[src/rtl/decode_stage.sv]
// decode_stage
//   Registered instruction-decode stage between fetch and execute. Decodes
//   ld, sd, and, or, add, sub and beq into the core's control fields, holds
//   them in a single output slot with a valid/ready handshake, and supports
//   a synchronous flush from downstream.
//
//   Optional feature macro: LOAD_USE_STALL_EN
//     defined   -> load-use hazard stall plus saturating bubble counter
//     undefined -> no stall logic; bubble_count is tied to zero
//
// Ports
//   clk, rst_n          clock (rising edge), asynchronous active-low reset
//   in_valid/in_ready   fetch-side handshake, inst is the instruction word
//   flush               kill the slot and refuse input this cycle
//   out_valid/out_ready execute-side handshake
//   reg_write_enable, data_write_enable, reg_write_select, branch
//                       control flags
//   reg_read_addr_1/2, reg_write_addr  register addresses (REG_ADDR_W)
//   data_addr           data-memory address (DATA_ADDR_W)
//   alu_ctrl            00 and, 01 or, 10 add, 11 sub
//   branch_offset       beq offset in halfwords (BR_OFF_W)
//   illegal             word matched no supported instruction
//   bubble_count        saturating count of inserted load-use bubbles
module decode_stage #(
    parameter int REG_ADDR_W  = 5,
    parameter int DATA_ADDR_W = 5,
    parameter int BR_OFF_W    = 5,
    parameter int CNT_W       = 16
) (
    input  logic                   clk,
    input  logic                   rst_n,
    input  logic                   in_valid,
    output logic                   in_ready,
    input  logic [31:0]            inst,
    input  logic                   flush,
    output logic                   out_valid,
    input  logic                   out_ready,
    output logic                   reg_write_enable,
    output logic                   data_write_enable,
    output logic                   reg_write_select,
    output logic                   branch,
    output logic [REG_ADDR_W-1:0]  reg_read_addr_1,
    output logic [REG_ADDR_W-1:0]  reg_read_addr_2,
    output logic [REG_ADDR_W-1:0]  reg_write_addr,
    output logic [DATA_ADDR_W-1:0] data_addr,
    output logic [1:0]             alu_ctrl,
    output logic [BR_OFF_W-1:0]    branch_offset,
    output logic                   illegal,
    output logic [CNT_W-1:0]       bubble_count
);

    typedef enum logic [1:0] {
        ALU_AND = 2'b00,
        ALU_OR  = 2'b01,
        ALU_ADD = 2'b10,
        ALU_SUB = 2'b11
    } alu_op_e;

    typedef struct packed {
        logic                   reg_write_enable;
        logic                   data_write_enable;
        logic                   reg_write_select;
        logic                   branch;
        logic [REG_ADDR_W-1:0]  rs1;
        logic [REG_ADDR_W-1:0]  rs2;
        logic [REG_ADDR_W-1:0]  rd;
        logic [DATA_ADDR_W-1:0] data_addr;
        alu_op_e                alu_ctrl;
        logic [BR_OFF_W-1:0]    branch_offset;
        logic                   illegal;
    } fields_t;

    fields_t dec;
    fields_t slot;

    logic [16:0]            key;
    logic [REG_ADDR_W-1:0]  f_rs1;
    logic [REG_ADDR_W-1:0]  f_rs2;
    logic [REG_ADDR_W-1:0]  f_rd;
    logic [DATA_ADDR_W-1:0] ld_addr;
    logic [DATA_ADDR_W-1:0] sd_addr;
    logic [BR_OFF_W-1:0]    br_off;
    logic                   load;
    logic                   hazard;

    assign key   = {inst[31:25], inst[14:12], inst[6:0]};
    assign f_rs1 = REG_ADDR_W'(inst[19:15]);
    assign f_rs2 = REG_ADDR_W'(inst[24:20]);
    assign f_rd  = REG_ADDR_W'(inst[11:7]);

    // Address arithmetic is done at the output width so the sum wraps
    // modulo 2^DATA_ADDR_W without any wider intermediate.
    assign ld_addr = DATA_ADDR_W'(inst[19:15]) + DATA_ADDR_W'(inst[31:20]);
    assign sd_addr = DATA_ADDR_W'(inst[19:15]) + DATA_ADDR_W'({inst[31:25], inst[11:7]});
    assign br_off  = BR_OFF_W'({inst[31], inst[7], inst[30:25], inst[11:8]});

    // NOTE: every field gets a default before the case so no path can leave
    // a field unassigned and infer a latch.
    always_comb begin
        dec = '0;
        casez (key)
            17'b???????_011_0000011: begin  // ld
                dec.reg_write_enable = 1'b1;
                dec.rd               = f_rd;
                dec.data_addr        = ld_addr;
            end
            17'b???????_011_0100011: begin  // sd: port 1 reads the store data
                dec.rs1               = f_rs2;
                dec.data_write_enable = 1'b1;
                dec.data_addr         = sd_addr;
            end
            17'b0000000_111_0110011,         // and
            17'b0000000_110_0110011,         // or
            17'b0000000_000_0110011,         // add
            17'b0100000_000_0110011: begin   // sub
                dec.rs1              = f_rs1;
                dec.rs2              = f_rs2;
                dec.rd               = f_rd;
                dec.reg_write_enable = 1'b1;
                dec.reg_write_select = 1'b1;
                if (inst[30])
                    dec.alu_ctrl = ALU_SUB;
                else if (inst[14:12] == 3'b111)
                    dec.alu_ctrl = ALU_AND;
                else if (inst[14:12] == 3'b110)
                    dec.alu_ctrl = ALU_OR;
                else
                    dec.alu_ctrl = ALU_ADD;
            end
            17'b???????_000_1100011: begin  // beq
                dec.rs1           = f_rs1;
                dec.rs2           = f_rs2;
                dec.alu_ctrl      = ALU_SUB;
                dec.branch        = 1'b1;
                dec.branch_offset = br_off;
            end
            default: dec.illegal = 1'b1;
        endcase
    end

    assign in_ready = (!out_valid || out_ready) && !flush && !hazard;
    assign load     = in_valid && in_ready;

    // NOTE: state registers use non-blocking assignments so every flop
    // samples pre-edge values regardless of statement order.
    always_ff @(posedge clk or negedge rst_n) begin
        if (!rst_n) begin
            out_valid <= 1'b0;
            slot      <= '0;
        end else if (flush) begin
            out_valid <= 1'b0;
        end else if (load) begin
            out_valid <= 1'b1;
            slot      <= dec;
        end else if (out_ready) begin
            out_valid <= 1'b0;
        end
    end

`ifdef LOAD_USE_STALL_EN
    logic             slot_is_ld;
    logic [CNT_W-1:0] bubble_q;

    // Only ld writes a register through the memory path (select = 0).
    assign slot_is_ld = out_valid && slot.reg_write_enable && !slot.reg_write_select
                        && (slot.rd != '0);
    assign hazard     = in_valid && slot_is_ld
                        && ((dec.rs1 == slot.rd) || (dec.rs2 == slot.rd));

    // A bubble exists only when the ld actually leaves while the consumer is
    // held back; a flush in the same cycle discards it instead.
    always_ff @(posedge clk or negedge rst_n) begin
        if (!rst_n)
            bubble_q <= '0;
        else if (hazard && out_ready && !flush && (bubble_q != '1))
            bubble_q <= bubble_q + 1'b1;
    end

    assign bubble_count = bubble_q;
`else
    assign hazard       = 1'b0;
    assign bubble_count = '0;
`endif

    assign reg_write_enable  = slot.reg_write_enable;
    assign data_write_enable = slot.data_write_enable;
    assign reg_write_select  = slot.reg_write_select;
    assign branch            = slot.branch;
    assign reg_read_addr_1   = slot.rs1;
    assign reg_read_addr_2   = slot.rs2;
    assign reg_write_addr    = slot.rd;
    assign data_addr         = slot.data_addr;
    assign alu_ctrl          = slot.alu_ctrl;
    assign branch_offset     = slot.branch_offset;
    assign illegal           = slot.illegal;

endmodule

[config.mk]
export PLATFORM = sky130hd
export DESIGN_NAME = decode_stage
export DESIGN_NICKNAME = d
export VERILOG_FILES = /design/src/rtl/decode_stage.sv
export SDC_FILE = /design/constraint.sdc
export NUM_CORES = 1
export LEC_CHECK = 0
export ABC_AREA = 1
export BUFFER_PORTS_ARGS = -buffer_cell sky130_fd_sc_hd__buf_2
export CAP_MARGIN = 15
export CORE_AREA = 2 2 66 68
export DETAILED_ROUTE_END_ITERATION = 6
export DIE_AREA = 0 0 68 70
export PLACE_DENSITY = 0.82
export SLEW_MARGIN = 20
export SYNTH_ARGS = -nofsm -noshare
export SYNTH_HDL_FRONTEND = slang
export SYNTH_SLANG_ARGS = --single-unit
[constraint.sdc]
create_clock -name clk -period 2.79 [get_ports clk]
set_input_delay 0.1395 -clock clk [delete_from_list [all_inputs] [get_ports clk]]
set_output_delay 0.1395 -clock clk [all_outputs]
set_load 0.03 [all_outputs]
* After elaboration in Yosys (flattened, before gate mapping)
Index checks and enable logic that the tools add are counted.
** Operators by class
- Add/sub/neg operators :: 2
- Equality and inequality tests :: 9
- Multiplexer cells :: 17
- Bitwise gates (word level) :: 1
- Reductions and logical operators :: 11
** Operator list (number)
- equality test 17 x 10 -> 1 bit, second input constant :: 2
- equality test 10 x 9 -> 1 bit, second input constant :: 2
- case mux 5 bit (2 select lines) :: 2
- equality test 17 x 16 -> 1 bit, second input constant :: 1
- equality test 17 x 6 -> 1 bit, second input constant :: 1
- two-way mux 5 bit :: 3
- adder 5 bit :: 2
- equality test 10 x 7 -> 1 bit, second input constant :: 1
- OR reduction 5 bit :: 2
- two-way mux 1 bit :: 8
- OR reduction 7 bit :: 1
- equality test 3 bit, second input constant :: 2
- two-way mux 2 bit :: 3
- case mux 2 bit (2 select lines) :: 1
- OR reduction 4 bit :: 1
- nonzero test 3 bit :: 1
- logical AND 1 bit :: 2
- logical NOT 1 bit :: 2
- AND reduction 2 bit :: 1
- logical OR 1 bit :: 1
- inverter 1 bit :: 1
** Word-level totals
- Flip-flop bits (word level) :: 33
- Output and inout port bits :: 50

* Logic depth before layout (Yosys ltp)
- Depth after elaboration :: 6
- Gate-level depth with buffers :: 15
- Depth with buffers taken out :: 15

* Least setup slack after synthesis
No wires, ideal clock.
- Path type :: input -> register
- Start :: input port inst[1]
- End :: register slot (netlist bit data_addr[4])
- Data arrival time :: 1.953 ns
- Data required time :: 2.673 ns
- Path slack :: 0.719 ns
- Stages :: 14
- Path buffers :: 0
- Cell sequence :: nand2_1 > nor2_2 > nand3_4 > mux2_1 > ha_1 > fa_1 > nand3_1 > nand3_1 > nand2_1 > nand2_1 > inv_1 > nand3_1 > nand3_1 > nand2_1
** On the way
- Cells in the longest elaborated chain, start to end :: 2
- Elaborated cells between the ends (all ways) :: 3
- Those cells by class :: eq/ne (2); mux (1)
** RTL lines
- start, declared :: line 34 : input logic [31:0] inst,
- equality test 10 x 9 -> 1 bit :: line 101 : casez (key)
- case mux 5 bit (2 select lines) * :: line 101
- end signal, assigned :: line 149 : slot <= '0;
- end signal, assigned :: line 154 : slot <= dec;
- end, declared :: line 74 : fields_t slot;
Mark *: on every way between the ends. The rest lies on a longest branch, timed or not.
A chain may end at the register's enable or synchronous reset.

* Worst setup path after layout
- Start :: input port inst[2]
- End :: register slot (netlist bit data_addr[4])
Same word-level chain as after synthesis.

==> flow_summary_export.csv <==
group,metric,value,unit
run_status,status,"complete, no violations",
global_routing,pin_count_of_the_biggest_net_entering_global_routing,34,
placement,buffer_ports.inserted,70,
timing,fraction_of_the_cycle_the_final_worst_path_needs,73.04,%
timing,setup_viol,0,
placement,placement.cell_area,2265,um^2
placement,place.gp.congestion,0.8592,
placement,dpl.hpwl,3410,um
worst_setup_path,cp_data_required_time,2.97,ns
die,die_area,4760,um^2
timing,setup_slack,0.7522,ns
worst_setup_path,crit_family,"simple AND/OR/NAND/NOR gates",
die,floorplan.initialDensity,46.92,%
synthesis,ys_ff_latch,33,
detailed_routing,route.detailed.drc,0,
worst_setup_path,critical_path_class,"in2reg",
worst_setup_path,worstSetupEndpointType,"register",
flow_run,max_cap_viol_count,0,
die,die_y,70,um
synthesis,yosys_warnings,0,
cells_and_area,fillerInstances,407,
detailed_routing,dr.pass1.iters,4,
cts,root_buffer,"clkbuf_8",
global_routing,global_route_wire_length_before_repair,7458,um
power_and_ir_drop,static-leakage-power,1.498,nW
cells_and_area,syn_to_final_growth,22.97,%
detailed_routing,drt-vias-per-instance,4.834,
timing,final_slew_violations,0,
worst_setup_path,logic_depth_of_the_worst_setup_path_including_buffers,16,
timing,max_slew_margin,36.39,%
worst_setup_path,worstPathArrival,2.22,ns
power_and_ir_drop,power.density_cell_area,466.5,nW/um^2
global_routing,grt_pass1_vias,1697,
synthesis,synth.largest_area_cell,"dfrtp_1",
detailed_routing,routed-via-count,1779,
worst_setup_path,critical_path_buf_inv_count,3,
synthesis,seq_area_frac_synth,42.47,%
cells_and_area,finish.net_count,358,
die,std_cell_core_area,4144,um^2
synthesis,library_cells_used_by_synthesis,27,
timing,post-route-min-period,2.038,ns
cells_and_area,number_of_antenna_cells_inserted,0,
synthesis,synth_edf_count,0,
synthesis,synthesized_area,1944,um^2
cts,cts-buffers-inserted,5,
cts,cts_tree,"done",
cts,clk_pin_slew_worst_paths,0.07,ns
synthesis,synth_area_leaders,"dfrtp_1 42%, nand2_1 15%, nand3_1 8.2%, buf_4 6.6%, inv_1 4.2%",
timing,worst_margin_slew,0.9531,ns
die,design.portCount,87,
cts,worstSkewPairLatency,0.29,ns
cts,cts_sink_count,33,
timing,final-hold-violation-count,0,
synthesis,syn_inst_count,243,
detailed_routing,first_iter_violations,129,
detailed_routing,drt_wl_total,4440,um
worst_setup_path,critPathSlowestCell,"fa_1",
die,floorplan.rows,24,
synthesis,netlist.area_leader.share,42.47,%
power_and_ir_drop,ir_worst_vdd,0.1860,mV
detailed_routing,detail_route.wl_per_cell,12.07,um
worst_hold_path,holdCritPathClass,"in2reg",
global_routing,grtUsageTotal,20.65,%
placement,worst_setup_timing_slack_at_the_placement_stage,0.4245,ns
worst_setup_path,crit_path_max_incr_delay,0.40,ns
die,die-width,68,um
cts,max-clock-path-buffers,2,
worst_setup_path,critical_path.startpoint_type,"input port",
detailed_routing,postRouteAntennaNets,0,
worst_setup_path,worst-r2r-cell-count,7,
synthesis,synth-async-reset-ratio,100.0,%
worst_setup_path,worstPathCellList,"buf_2 -> inv_1 -> nand2_1 -> nor2_2 -> nand3_4 -> mux2_1 -> ha_1 -> fa_1 -> nand3_1 -> nand3_1 -> nand2_1 -> nand2_1 -> inv_1 -> nand3_1 -> nand3_1 -> nand2_1",
cells_and_area,fin_area,2391,um^2
timing,rsz0062_at_grt,"false",
global_routing,globalRoute.totalOverflow,0,
worst_setup_path,timing.critical_path.fanout_max,10,
cells_and_area,final_layout_size_suffix_gt1_share,30.06,%
timing,timing.setup.tns,0,ns
timing,clock.fmax,490.7,MHz
global_routing,initial_antenna_violation_count,0,
synthesis,ys.flop_type,"dfrtp_1",
synthesis,avgSynthCellArea,8.002,um^2
timing,timing.clock.skew,0.006246,ns
worst_hold_path,min_path_cells,2,
cts,htree_levels,2,
registers in the layout, indices dropped and copies added (netlist names), 2 cells and up:
| signal | cells |
|---|---|
| alu_ctrl | 2 |
| branch_offset | 5 |
| data_addr | 5 |
| reg_read_addr_1 | 5 |
| reg_read_addr_2 | 5 |
| reg_write_addr | 5 |
power breakdown:
group          total [W]  switching, W  internal [W]
registers       0.000484    0.00000186      0.000482
logic           0.000164      0.000117     0.0000472
clock network   0.000468      0.000177      0.000291
total            0.00112      0.000295      0.000820
layout by cell type, fill, tap and decap left out:
cell type,n
nand2_1,78
buf_2,70
dfrtp_1,33
nand3_1,32
inv_1,22
conb_1,16
nor2_1,10
o21ai_0,9
nand4_1,7
clkbuf_8,6
nand2_2,5
ha_1,5
inv_2,3
nor2_8,2
nor2_2,2
xor2_1,2
nor2_4,1
nand3_4,1
mux2_1,1
nor3_2,1
nand4_4,1
nor3_1,1
nand3_2,1
o31ai_1,1
a21oi_1,1
fa_1,1
clkbuf_1,1
bufinv_16,1
dlygate4sd3_1,1
buf_4,1
synthesized netlist by cell type, types with 3 or more instances:
cell	count
inv_1	22
nand2_2	5
nand3_1	32
inv_2	3
dfrtp_1	33
nand4_1	7
o21ai_0	9
nor2_1	10
ha_1	5
buf_4	17
buf_2	4
nand2_1	78
worst reg2reg max path, cell delays in order (launching register included):
cell and delay [ns]:
dfrtp_1 0.34, inv_1 0.04, nor2_1 0.19, nor3_2 0.06, buf_4 0.21, inv_1 0.72, nand2_1 0.13, nand3_1 0.13
kinds of logic after synthesis:
logic type	after synthesis	share of synthesized area, %
AND/OR/NAND/NOR	142	35.65
other	1	0.1929
XOR/XNOR	2	0.9011
flip-flops	33	42.47
adder cells (fa/ha/maj)	6	4.247
multiplexers	1	0.5791
AO/OA/AOI/OAI	11	2.960
buffers and inverters	47	13.00
per-stage QoR:
stage,std cells,util (%),total power [W],hold slack [ns]
after CTS,368,57.70,0.001121,0.02811
after floorplan,258,-,0.0006135,-0.1561
after global routing,368,57.70,0.001162,0.03887
final,368,57.70,0.001115,0.03179
after detailed placement,359,54.65,0.0006558,0.2401
after global placement,359,54.65,0.0006520,0.2375
final timing paths:
path / endpoint / slack, ns / startpoint
min in group asynchronous: reg_write_addr[1] / 0.44 / rst_n
max: data_addr[4] / 0.75 / inst[2]
min: out_valid / 0.03 / flush
min reg2reg: reg_read_addr_2[4] / 0.48 / reg_read_addr_2[4]
max reg2reg: reg_read_addr_1[3] / 0.89 / out_valid
max in group asynchronous: reg_read_addr_1[4] / 1.88 / rst_n
routing by layer:
metal / vias to the layer above / global-route usage, % / share of wire, %
li1: 883 / - / -
met1: 823 / 25.42 / 42
met2: 64 / 33.01 / 47
met3: 9 / 6.119 / 8.5
met4: 0 / 8.889 / 2.1
met5: - / 0 / 0
final cells by class:
cell class / instances / area, um^2 / share of cell area (%)
repair buffers: 72 / 367.9 / 15.38
clock buffers: 7 / 86.33 / 3.611
well taps: 52 / 65.06 / 2.721
flip-flops and latches: 33 / 825.8 / 34.54
multi-input cells: 178 / 922.1 / 38.57
inverters: 25 / 93.84 / 3.925
clock inverters: 1 / 30.03 / 1.256
what timing repair did:
action	CTS	global route
hold buffers	1	0
endpoints found under the hold margin	33	0
setup buffers	0	0
gates resized for setup	0	0
No activity file was read; power rests on OpenSTA's default activity.
